$ cat src/rtl/util_axis_1553_encoder.sv
// util_axis_1553_encoder: AXI-Stream word to MIL-STD-1553 Manchester II differential output.
module util_axis_1553_encoder #(
  parameter int clock_speed = 20000000
) (
  input  logic        aclk,
  input  logic        arstn,
  input  logic [15:0] s_axis_tdata,
  input  logic        s_axis_tvalid,
  input  logic [7:0]  s_axis_tuser,
  output logic        s_axis_tready,
  output logic [1:0]  diff
);
  localparam int half = clock_speed / 2000000;
  localparam int cw = half > 1 ? $clog2(half) : 1;
  typedef enum logic [1:0] {IDLE, SYNC, DATA, PARITY} state_t;
  state_t state;
  logic [cw-1:0] cnt;
  logic [5:0] idx;
  logic [16:0] sh;
  logic cmd, lvl, last, unused;
  always_comb unused = ^s_axis_tuser[4:0];
  always_comb last = cnt == '0;
  // sync flips level after three half-bits; Manchester bits invert on the odd half
  always_comb lvl = state == SYNC ? cmd ^ (idx >= 6'd3) : sh[16] ^ idx[0];
  always_ff @(posedge aclk or negedge arstn) begin
    if (!arstn) begin
      state <= IDLE;
      s_axis_tready <= 1'b0;
      diff <= 2'b00;
      cnt <= '0;
      idx <= '0;
      sh <= '0;
      cmd <= 1'b0;
    end else if (state == IDLE) begin
      diff <= 2'b00;
      s_axis_tready <= ~(s_axis_tvalid & s_axis_tready);
      if (s_axis_tvalid && s_axis_tready) begin
        state <= SYNC;
        sh <= {s_axis_tdata, ~^s_axis_tdata};
        cmd <= s_axis_tuser[7:5] == 3'b100;
        cnt <= cw'(half - 1);
        idx <= '0;
      end
    end else begin
      diff <= lvl ? 2'b10 : 2'b01;
      cnt <= last ? cw'(half - 1) : cnt - 1'b1;
      if (last) begin
        idx <= idx + 1'b1;
        if (state == DATA && idx[0]) sh <= {sh[15:0], 1'b0};
        if (idx == 6'd39) begin
          state <= IDLE;
          s_axis_tready <= 1'b1;
        end else if (idx == 6'd5) state <= DATA;
        else if (idx == 6'd37) state <= PARITY;
      end
    end
  end
endmodule

$ cat config.mk
export PLATFORM = sky130hd
export DESIGN_NAME = util_axis_1553_encoder
export DESIGN_NICKNAME = d
export VERILOG_FILES = /design/src/rtl/util_axis_1553_encoder.sv
export SDC_FILE = /design/constraint.sdc
export NUM_CORES = 1
export LEC_CHECK = 0
export ABC_AREA = 1
export BUFFER_PORTS_ARGS = -buffer_cell sky130_fd_sc_hd__buf_2
export CAP_MARGIN = 10
export CORE_UTILIZATION = 55
export DETAILED_ROUTE_END_ITERATION = 10
export GPL_TIMING_DRIVEN = 0
export PLACE_DENSITY = 0.76
export SLEW_MARGIN = 15
export SYNTH_ARGS = -nofsm -noshare
export SYNTH_HDL_FRONTEND = slang
export SYNTH_SLANG_ARGS = --single-unit
$ cat constraint.sdc
create_clock -name aclk -period 2.96 [get_ports aclk]
set_input_delay 0.444 -clock aclk [delete_from_list [all_inputs] [get_ports aclk]]
set_output_delay 0.444 -clock aclk [all_outputs]
set_load 0.03 [all_outputs]
==> flow_summary.yaml, run 1 <==
floorplan:
  dieArea_sq_um: 4020
  rows: 21
  coreArea_sq_um: 3470
  initial_utilization: 0.597
  chipHeight_um: 63.4
  num_io_pins: 30
  fp.dieW_um: 63.4
run:
  maxCapViolCount: 0
worst_setup_path:
  cp_max_fo: 8
  rr_worst_depth: 10
  end_kind: "register"
  arrival_ns: 1.89
  ff2ff_setup_slack_ns: 1.24
  start_kind: "register"
  crit_required_ns: 3.13
  path_class: "register to register"
  r2r-end: "state[1]$_DFFE_PN0P_"
  timing.rr.start: "cnt[0]$_DFFE_PN0N_"
placement:
  placed_area_sq_um: 2250
  hpwl_um: 3250
  gp_congestion: 0.810
  port-buffer-count: 24
  dp_slack_ns: 1.26
status:
  status: "completed"
clock_tree:
  cts_max_level: 2
  cts_setup_buffers: 0
  clockBufferDepth: 2
  clock_sinks: 33
  cts_resized: 0
  clkTransAtPathRegs_ns: 0.07
  root_buffer: "clkbuf_8"
  clk_latency_ns: 0.28
  numCtsBuffers: 5
  cts_tree: "yes"
  postCtsHoldBufs: 0
grt:
  grt_pass1_wl_um: 7900
  grt_pass1_vias: 1861
  grt.total_usage: 0.248
  grt-ovfl-total: 0
  grt_max_degree: 34
  antenna_found_initial: 0
timing:
  timing.fmax_mhz: 582
  finalHoldViolCount: 0
  timing.final.crit_share: 0.580
  rsz0062_at_grt: "false"
  post-route-min-period_ns: 1.72
  hold_ws_ns: 0.224
  clock_skew_ns: 0.00568
  worst_slew_margin_rel: 0.509
  finalSetupTns_ns: 0
  finalWorstSetupSlack_ns: 1.24
  worst_slew_pin_slew_ns: 0.736
  slew_viol_final: 0
  setup_viol: 0
synth:
  synth_cell_types: 27
  ys_seq_elements: 33
  synth_nets: 344
  synth.avg_cell_area_sq_um: 6.62
  syn_inst: 313
  seq_area_frac_synth: 0.399
  netlist_area_sq_um: 2070
  synth_warnings: 0
routing:
  vias_per_cell: 5.06
  wl_um: 4350
  drtIter0Drc: 106
  drtAntennaViolNets: 0
  dr.pass1.iters: 4
  vias: 1974
  wire_per_inst_um: 11.2
  drc: 0
final_layout:
  nNetsFinal: 375
  num-fill-cells: 328
  diodes: 0
  areaGrowthSynthToFinish_pct: 12.7
  utilization: 0.674
  drive_gt1_frac: 0.131
  final_area_sq_um: 2340
power:
  power.density_nw_per_um2: 887
  irDropWorstVdd_v: 0.000571
  p_leak_nw: 1.30
hold_path:
  min_path_type: "input port to async pin"
[report_power, final]
group / leakage (nW) / internal (mW) / switching [mW]
clock: 0.0443 / 0.184 / 0.154
combinational: 0.888 / 0.336 / 0.602
sequential: 0.370 / 0.657 / 0.139
[critical path: stages, from the launching register on]
cell and delay, ns:
dfrtp_1 0.34, inv_1 0.08, ha_1 0.19, nand3_1 0.12, nand2_1 0.17, nand2_2 0.20
inv_2 0.07, nand2_1 0.08, o21ai_1 0.09, o21ai_0 0.20, inv_1 0.06
[Yosys cell counts]
master      n  area (sq um)
a21oi_1     3          15.0
a31oi_1    15          93.8
and2_1      1          6.26
buf_1       1          3.75
buf_2       3          15.0
buf_4       2          15.0
clkbuf_1    1          3.75
dfrtp_1    33           826
ha_1        4          50.1
inv_1      36           135
inv_2       4          15.0
nand2_1   137           514
nand2_2     1          6.26
nand3_1    15          75.1
nand4_1     1          6.26
nor2_1     30           113
nor2_4      1          11.3
nor3_1      2          10.0
nor3_2      1          10.0
nor3_4      1          16.3
o21ai_0    11          55.1
o21ai_1     1          5.00
o21ai_2     2          17.5
o22ai_1     3          18.8
o41ai_1     1          8.76
xnor2_1     2          17.5
xor2_1      1          8.76
[worst max-delay path by stage]
stage / depth (start not counted) / start / end
2_1_floorplan: 7 / s_axis_tready$_DFFE_PN0P_ / idx[5]$_DFFE_PN0P_
3_3_place_gp: 10 / cnt[0]$_DFFE_PN0N_ / state[1]$_DFFE_PN0P_
3_5_place_dp: 10 / cnt[0]$_DFFE_PN0N_ / state[1]$_DFFE_PN0P_
4_1_cts: 10 / cnt[0]$_DFFE_PN0N_ / state[1]$_DFFE_PN0P_
5_1_grt: 10 / cnt[0]$_DFFE_PN0N_ / state[1]$_DFFE_PN0P_
6_report: 10 / cnt[0]$_DFFE_PN0N_ / state[1]$_DFFE_PN0P_
[layout make-up]
type	count	area, sq um	share of cell area
Multi-Input combinational cell	233	1060	0.453
Sequential cell	33	826	0.354
Clock buffer	7	86.3	0.0370
Tap cell	46	57.6	0.0246
Buffer	7	37.5	0.0161
Timing Repair Buffer	24	120	0.0514
Inverter	40	150	0.0643
[state kept, by name, summed over array words and instances, names as in the netlist]
signal,cells
sh,17
s_axis_tready,1
idx,6
state,2
cnt,4
diff,2
cmd,1
[placed cells by master, fill, tap and decap left out]
master,n
a21oi_1,3
a31oi_1,15
and2_1,1
buf_1,1
buf_2,27
buf_4,2
clkbuf_1,2
clkbuf_8,6
dfrtp_1,33
ha_1,4
inv_1,36
inv_2,4
nand2_1,137
nand2_2,1
nand3_1,15
nand4_1,1
nor2_1,30
nor2_4,1
nor3_1,2
nor3_2,1
nor3_4,1
o21ai_0,11
o21ai_1,1
o21ai_2,2
o22ai_1,3
o41ai_1,1
xnor2_1,2
xor2_1,1
[per-layer routing]
layer / global-route usage / share of wire / routed length, um / vias to the layer above
met3: 0.0489 / 0.044 / 190 / 4
met5: 0 / 0 / 0 / -
met4: 0.0597 / 0.0071 / 31 / 0
met1: 0.335 / 0.51 / 2200 / 881
met2: 0.406 / 0.44 / 1930 / 46
li1: - / - / - / 1043
[stage by stage]
| stage | cells | power (mW) |
|---|---|---|
| 2_1_floorplan | 313 | 1.50 |
| 3_3_place_gp | 383 | 1.71 |
| 3_5_place_dp | 383 | 1.73 |
| 4_1_cts | 390 | 2.08 |
| 5_1_grt | 390 | 2.27 |
| 6_report | 390 | 2.07 |
[logic make-up (layout without fill, tap and decap cells)]
kind of cell,count (synthesis),after routing,synth area share
simple gates,190,190,0.371
buf+inv,47,78,0.0906
compound gates,36,36,0.103
flops,33,33,0.399
fa+ha+maj,4,4,0.0242
xor+xnor,3,3,0.0127
Power figures use the tool's default switching activity.
==> run 2, diff against run 1 <==
- clock period: 2.96 -> 1.62 ns (I/O delays scaled with it)
==> run 2 against run 1 <==
  * Clock power grew 83%
  * Cell area grew 3.8%
  * Critical path depth shrank 2
  * Clock skew shrank 0.0012 ns
  * Via count grew 1.4%
  * Maximum frequency grew 10%
  * Power grew 93%
  * Critical path type unchanged
  * Critical endpoint is now sh[12]$_DFFE_PN0P_
==> flow_summary.yaml, run 2 (synthesis results as in run 1) <==
timing:
  worst_slew_margin_rel: 0.509
  post-route-min-period_ns: 1.56
  clock_skew_ns: 0.00447
  timing.final.crit_share: 0.963
  slew_viol_final: 0
  finalSetupTns_ns: 0
  worst_slew_pin_slew_ns: 0.736
  setup_viol: 0
  timing.fmax_mhz: 641
  finalHoldViolCount: 0
  rsz0062_at_grt: "true"
worst_setup_path:
  rr_worst_depth: 8
  arrival_ns: 1.76
  cp_cell_sequence: "nor2_4 > inv_2 > nor3_4 > inv_2 > o21ai_4 > buf_2 > nor2_1 > a31oi_1"
  ff2ff_setup_slack_ns: 0.06
  timing.rr.start: "state[1]$_DFFE_PN0P_"
  timing.critical_path.buf_inv: 3
  path_common_cell: "inv_2"
  start_kind: "register"
  crit_path_max_incr_delay_ns: 0.42
  r2r-end: "sh[12]$_DFFE_PN0P_"
  crit_required_ns: 1.82
  end_kind: "register"
  cp_max_fo: 5
  critPathTopFamily: "simple AND/OR/NAND/NOR gates"
  path_class: "register to register"
  critPathSlowestCell: "dfrtp_1"
power:
  p_leak_nw: 1.35
  power.density_nw_per_um2: 1650
  power_mw: 4.01
  irDropWorstVdd_v: 0.00111
final_layout:
  nNetsFinal: 380
  areaGrowthSynthToFinish_pct: 17.0
  drive_gt1_frac: 0.163
  layout_commonest_cell: "nand2_1"
  diodes: 0
  reg.largest.list: "sh x17, idx x6, cnt x4"
  largest_register_ffs: 17
  top_register: "sh"
  most-common-layout-cells: "136 x nand2_1, 35 x inv_1, 32 x dfrtp_1, 30 x nor2_1, 27 x buf_2"
  utilization: 0.699
routing:
  vias_per_cell: 5.07
  wire_per_inst_um: 11.5
  drtIter0Drc: 104
  drtAntennaViolNets: 0
  wl_um: 4540
  drc: 0
  vias: 2001
  dr.pass1.iters: 4
floorplan:
  coreArea_sq_um: 3470
  num_io_pins: 30
  initial_utilization: 0.597
  rows: 21
  dieArea_sq_um: 4020
  chipHeight_um: 63.4
  fp.dieW_um: 63.4
grt:
  grt.total_usage: 0.252
  grt-ovfl-total: 0
  grt_max_degree: 34
  grt_pass1_vias: 1880
  antenna_found_initial: 0
  grt_pass1_wl_um: 8010
clock_tree:
  clockBufferDepth: 2
  numCtsBuffers: 5
  clock_sinks: 33
  clk_latency_ns: 0.28
  root_buffer: "clkbuf_8"
  cts_max_level: 2
  cts_tree: "yes"
  clkTransAtPathRegs_ns: 0.06
hold_path:
  min_path_type: "input port to async pin"
placement:
  port-buffer-count: 24
  hpwl_um: 3250
  gp_congestion: 0.810
run:
  maxCapViolCount: 0
status:
  status: "completed"
==> run 2: how the worst max path moves through the flow <==
stage                                       to  cells after the start  slack, ns                       from
after floorplan             idx[5]$_DFFE_PN0P_                      7       0.15  s_axis_tready$_DFFE_PN0P_
after global placement    state[1]$_DFFE_PN0P_                     10      -0.06         cnt[0]$_DFFE_PN0N_
after detailed placement  state[1]$_DFFE_PN0P_                     10      -0.08         cnt[0]$_DFFE_PN0N_
after CTS                 state[1]$_DFFE_PN0P_                     10     0.0001         cnt[0]$_DFFE_PN0N_
after global routing        idx[4]$_DFFE_PN0P_                      9      -0.02         cnt[0]$_DFFE_PN0N_
final                       sh[12]$_DFFE_PN0P_                      8       0.06       state[1]$_DFFE_PN0P_
==> run 2: area by class of cell <==
type / count / area, sq um
inverters: 40 / 150
flip-flops and latches: 33 / 827
repair buffers: 29 / 155
clock buffers: 7 / 86.3
multi-input cells: 233 / 1100
well taps: 46 / 57.6
plain buffers: 7 / 46.3
fillers: 310 / 1040
==> run 2: report_power, final <==
group | switching (mW) | total [mW] | internal, mW
clock network | 0.281 | 0.618 | 0.337
logic | 1.21 | 1.93 | 0.719
registers | 0.258 | 1.46 | 1.20
total | 1.75 | 4.01 | 2.26
==> run 2: routing by layer <==
| metal | share of wire | track usage | routed length, um | vias up |
|---|---|---|---|---|
| met5 | 0 | 0 | 0 | - |
| met4 | 0.0084 | 0.0597 | 38 | 0 |
| met3 | 0.055 | 0.0489 | 249 | 5 |
| met2 | 0.44 | 0.412 | 2000 | 64 |
| met1 | 0.50 | 0.342 | 2250 | 877 |
| li1 | - | - | - | 1055 |
==> run 2: what timing repair did <==
item	in CTS	in global routing
setup endpoints to repair	11	17
hold buffers	0	0
gates cloned	0	1
buffers inserted	1	3
resized for setup	2	16
pin swaps	1	1
==> run 2: metrics by stage <==
step | instances | hold slack [ns] | worst slack [ns] | area, sq um
detailed placement | 383 | 0.351 | -0.0849 | 2250
finish | 395 | 0.0222 | 0.0595 | 2420
global placement | 383 | 0.337 | -0.0601 | 2250
floorplan | 313 | -0.0526 | 0.146 | 2070
global route | 395 | 0.0890 | -0.0217 | 2420
CTS | 391 | 0.0469 | 0.000120 | 2350
==> run 3, diff against run 2 <==
- CORE_UTILIZATION: 55 -> 60
- GPL_TIMING_DRIVEN: 0 -> default
- PLACE_DENSITY: 0.76 -> 0.82
- clock period: 1.62 -> 1.9 ns (I/O delays scaled with it)
==> run 3 against run 2 <==
  * The flow now finishes with violations (negative hold slack)
  * Setup slack gained 0.12 ns
  * Sequential power shrank 15%
  * Final cell count shrank 2.0%
  * Worst hold slack lost 0.051 ns
  * Critical path depth grew 2
  * Combinational power shrank 25%
  * Clock skew shrank 0.0021 ns
  * Via count shrank 2.9%
  * Largest power group unchanged
==> flow_summary.yaml, run 3 (synthesis results as in run 1) <==
power:
  irDropWorstVdd_v: 0.000922
  clkPwrFrac: 0.123
  switching_share: 0.445
  comb_power_share: 0.473
  switchingPower_mw: 1.36
  p_leak_nw: 1.28
  power.density_nw_per_um2: 1330
  power_mw: 3.06
  cell_internal_pwr_mw: 1.70
  pwr-share-seq: 0.404
final_layout:
  most-common-layout-cells: "137 x nand2_1, 36 x inv_1, 33 x dfrtp_1, 30 x nor2_1, 24 x buf_2"
  fin_cells: 387
  top_register: "sh"
  reg.largest.list: "sh x17, idx x6, cnt x4"
  layout_commonest_cell: "nand2_1"
  final_area_sq_um: 2300
  areaGrowthSynthToFinish_pct: 10.8
  largest_register_ffs: 17
  nNetsFinal: 373
  utilization: 0.728
  drive_gt1_frac: 0.128
  diodes: 0
placement:
  place_inst: 379
  gp_congestion: 0.807
  dp_slack_ns: 0.269
  hpwl_um: 3000
  placed_area_sq_um: 2250
  port-buffer-count: 24
worst_setup_path:
  ff2ff_setup_slack_ns: 0.18
  end_kind: "register"
  timing.rr.start: "cnt[0]$_DFFE_PN0N_"
  crit_required_ns: 2.14
  path_class: "register to register"
  arrival_ns: 1.96
  r2r-end: "state[1]$_DFFE_PN0P_"
  rr_worst_depth: 10
  cp_max_fo: 8
  start_kind: "register"
grt:
  grt.total_usage: 0.248
  grt-ovfl-total: 0
  grt_pass1_vias: 1655
  antenna_found_initial: 0
  grt_pass1_wl_um: 6770
  grt_max_degree: 34
timing:
  worst_slew_pin_slew_ns: 0.687
  post-route-min-period_ns: 1.72
  finalSetupTns_ns: 0
  finalHoldViolCount: 33
  finalWorstSetupSlack_ns: 0.177
  timing.fmax_mhz: 580
  clock_skew_ns: 0.00241
  rsz0062_at_grt: "false"
  setup_viol: 0
  worst_slew_margin_rel: 0.542
  slew_viol_final: 0
  timing.final.crit_share: 0.907
  hold_ws_ns: -0.0287
clock_tree:
  cts_max_level: 2
  cts_resized: 0
  clkTransAtPathRegs_ns: 0.09
  clock_sinks: 33
  postCtsHoldBufs: 0
  numCtsBuffers: 5
  clk_latency_ns: 0.34
  root_buffer: "clkbuf_4"
  clockBufferDepth: 2
  cts_tree: "yes"
  cts_setup_buffers: 0
floorplan:
  dieArea_sq_um: 3690
  rows: 20
  coreArea_sq_um: 3150
  fp.dieW_um: 60.8
  num_io_pins: 30
  initial_utilization: 0.657
  chipHeight_um: 60.8
routing:
  top_layer_used: "met4"
  wire_per_inst_um: 10.2
  vias_per_cell: 5.02
  wl_met2_um: 1720
  wl_met3_um: 222
  dr.pass1.iters: 4
  drtIter0Drc: 108
  m1WireLength_um: 1960
  drc: 0
  vias: 1943
  wl_um: 3950
  drtAntennaViolNets: 0
status:
  status: "finished, violations left"
  violations: "negative hold slack"
run:
  maxCapViolCount: 0
hold_path:
  min_path_type: "input port to async pin"
==> run 3: cell types whose count changed in the layout (fill, tap and decap cells not counted), moves of 2 or more <==
cell	before	now
buf_2	27	24
clkbuf_8	6	0
o21ai_0	9	11
clkbuf_2	2	0
clkbuf_4	0	5
clkbuf_1	1	3
==> run 3: critical path: stages (launching register included) <==
cell and delay (ns):
dfrtp_1 0.36, inv_1 0.08, ha_1 0.20, nand3_1 0.12
nand2_1 0.16, nand2_2 0.21, inv_2 0.07, nand2_1 0.08
o21ai_1 0.09, o21ai_0 0.19, inv_1 0.06
==> run 3: worst max path at each step <==
stage                               from                   end  slack [ns]  cells after the start
2_1_floorplan  s_axis_tready$_DFFE_PN0P_    idx[5]$_DFFE_PN0P_        0.43                      7
3_3_place_gp          cnt[0]$_DFFE_PN0N_  state[1]$_DFFE_PN0P_        0.29                     10
3_5_place_dp          cnt[0]$_DFFE_PN0N_  state[1]$_DFFE_PN0P_        0.27                     10
4_1_cts               cnt[0]$_DFFE_PN0N_  state[1]$_DFFE_PN0P_        0.18                     10
5_1_grt               cnt[0]$_DFFE_PN0N_    idx[5]$_DFFE_PN0P_        0.03                     10
6_report              cnt[0]$_DFFE_PN0N_  state[1]$_DFFE_PN0P_        0.18                     10
==> run 3: power groups by stage <==
stage,logic [mW],registers [mW],clock network (mW)
2_1_floorplan,1.07,1.27,0
3_3_place_gp,1.40,1.24,0
3_5_place_dp,1.44,1.25,0
4_1_cts,1.46,1.23,0.379
5_1_grt,1.67,1.28,0.403
6_report,1.45,1.24,0.378
==> run 3: cell type report <==
cell class,instances,area [sq um]
multi-input combinational,233,1060
fill,285,857
sequential,33,826
timing repair buffer,29,158
inverter,40,150
tap,44,55.1
clock buffer,8,48.8
==> run 3: metal layers <==
| layer | vias up | track usage |
|---|---|---|
| met5 | - | 0 |
| met4 | 0 | 0.0584 |
| met3 | 5 | 0.0768 |
| met2 | 40 | 0.397 |
| met1 | 859 | 0.332 |
| li1 | 1039 | - |
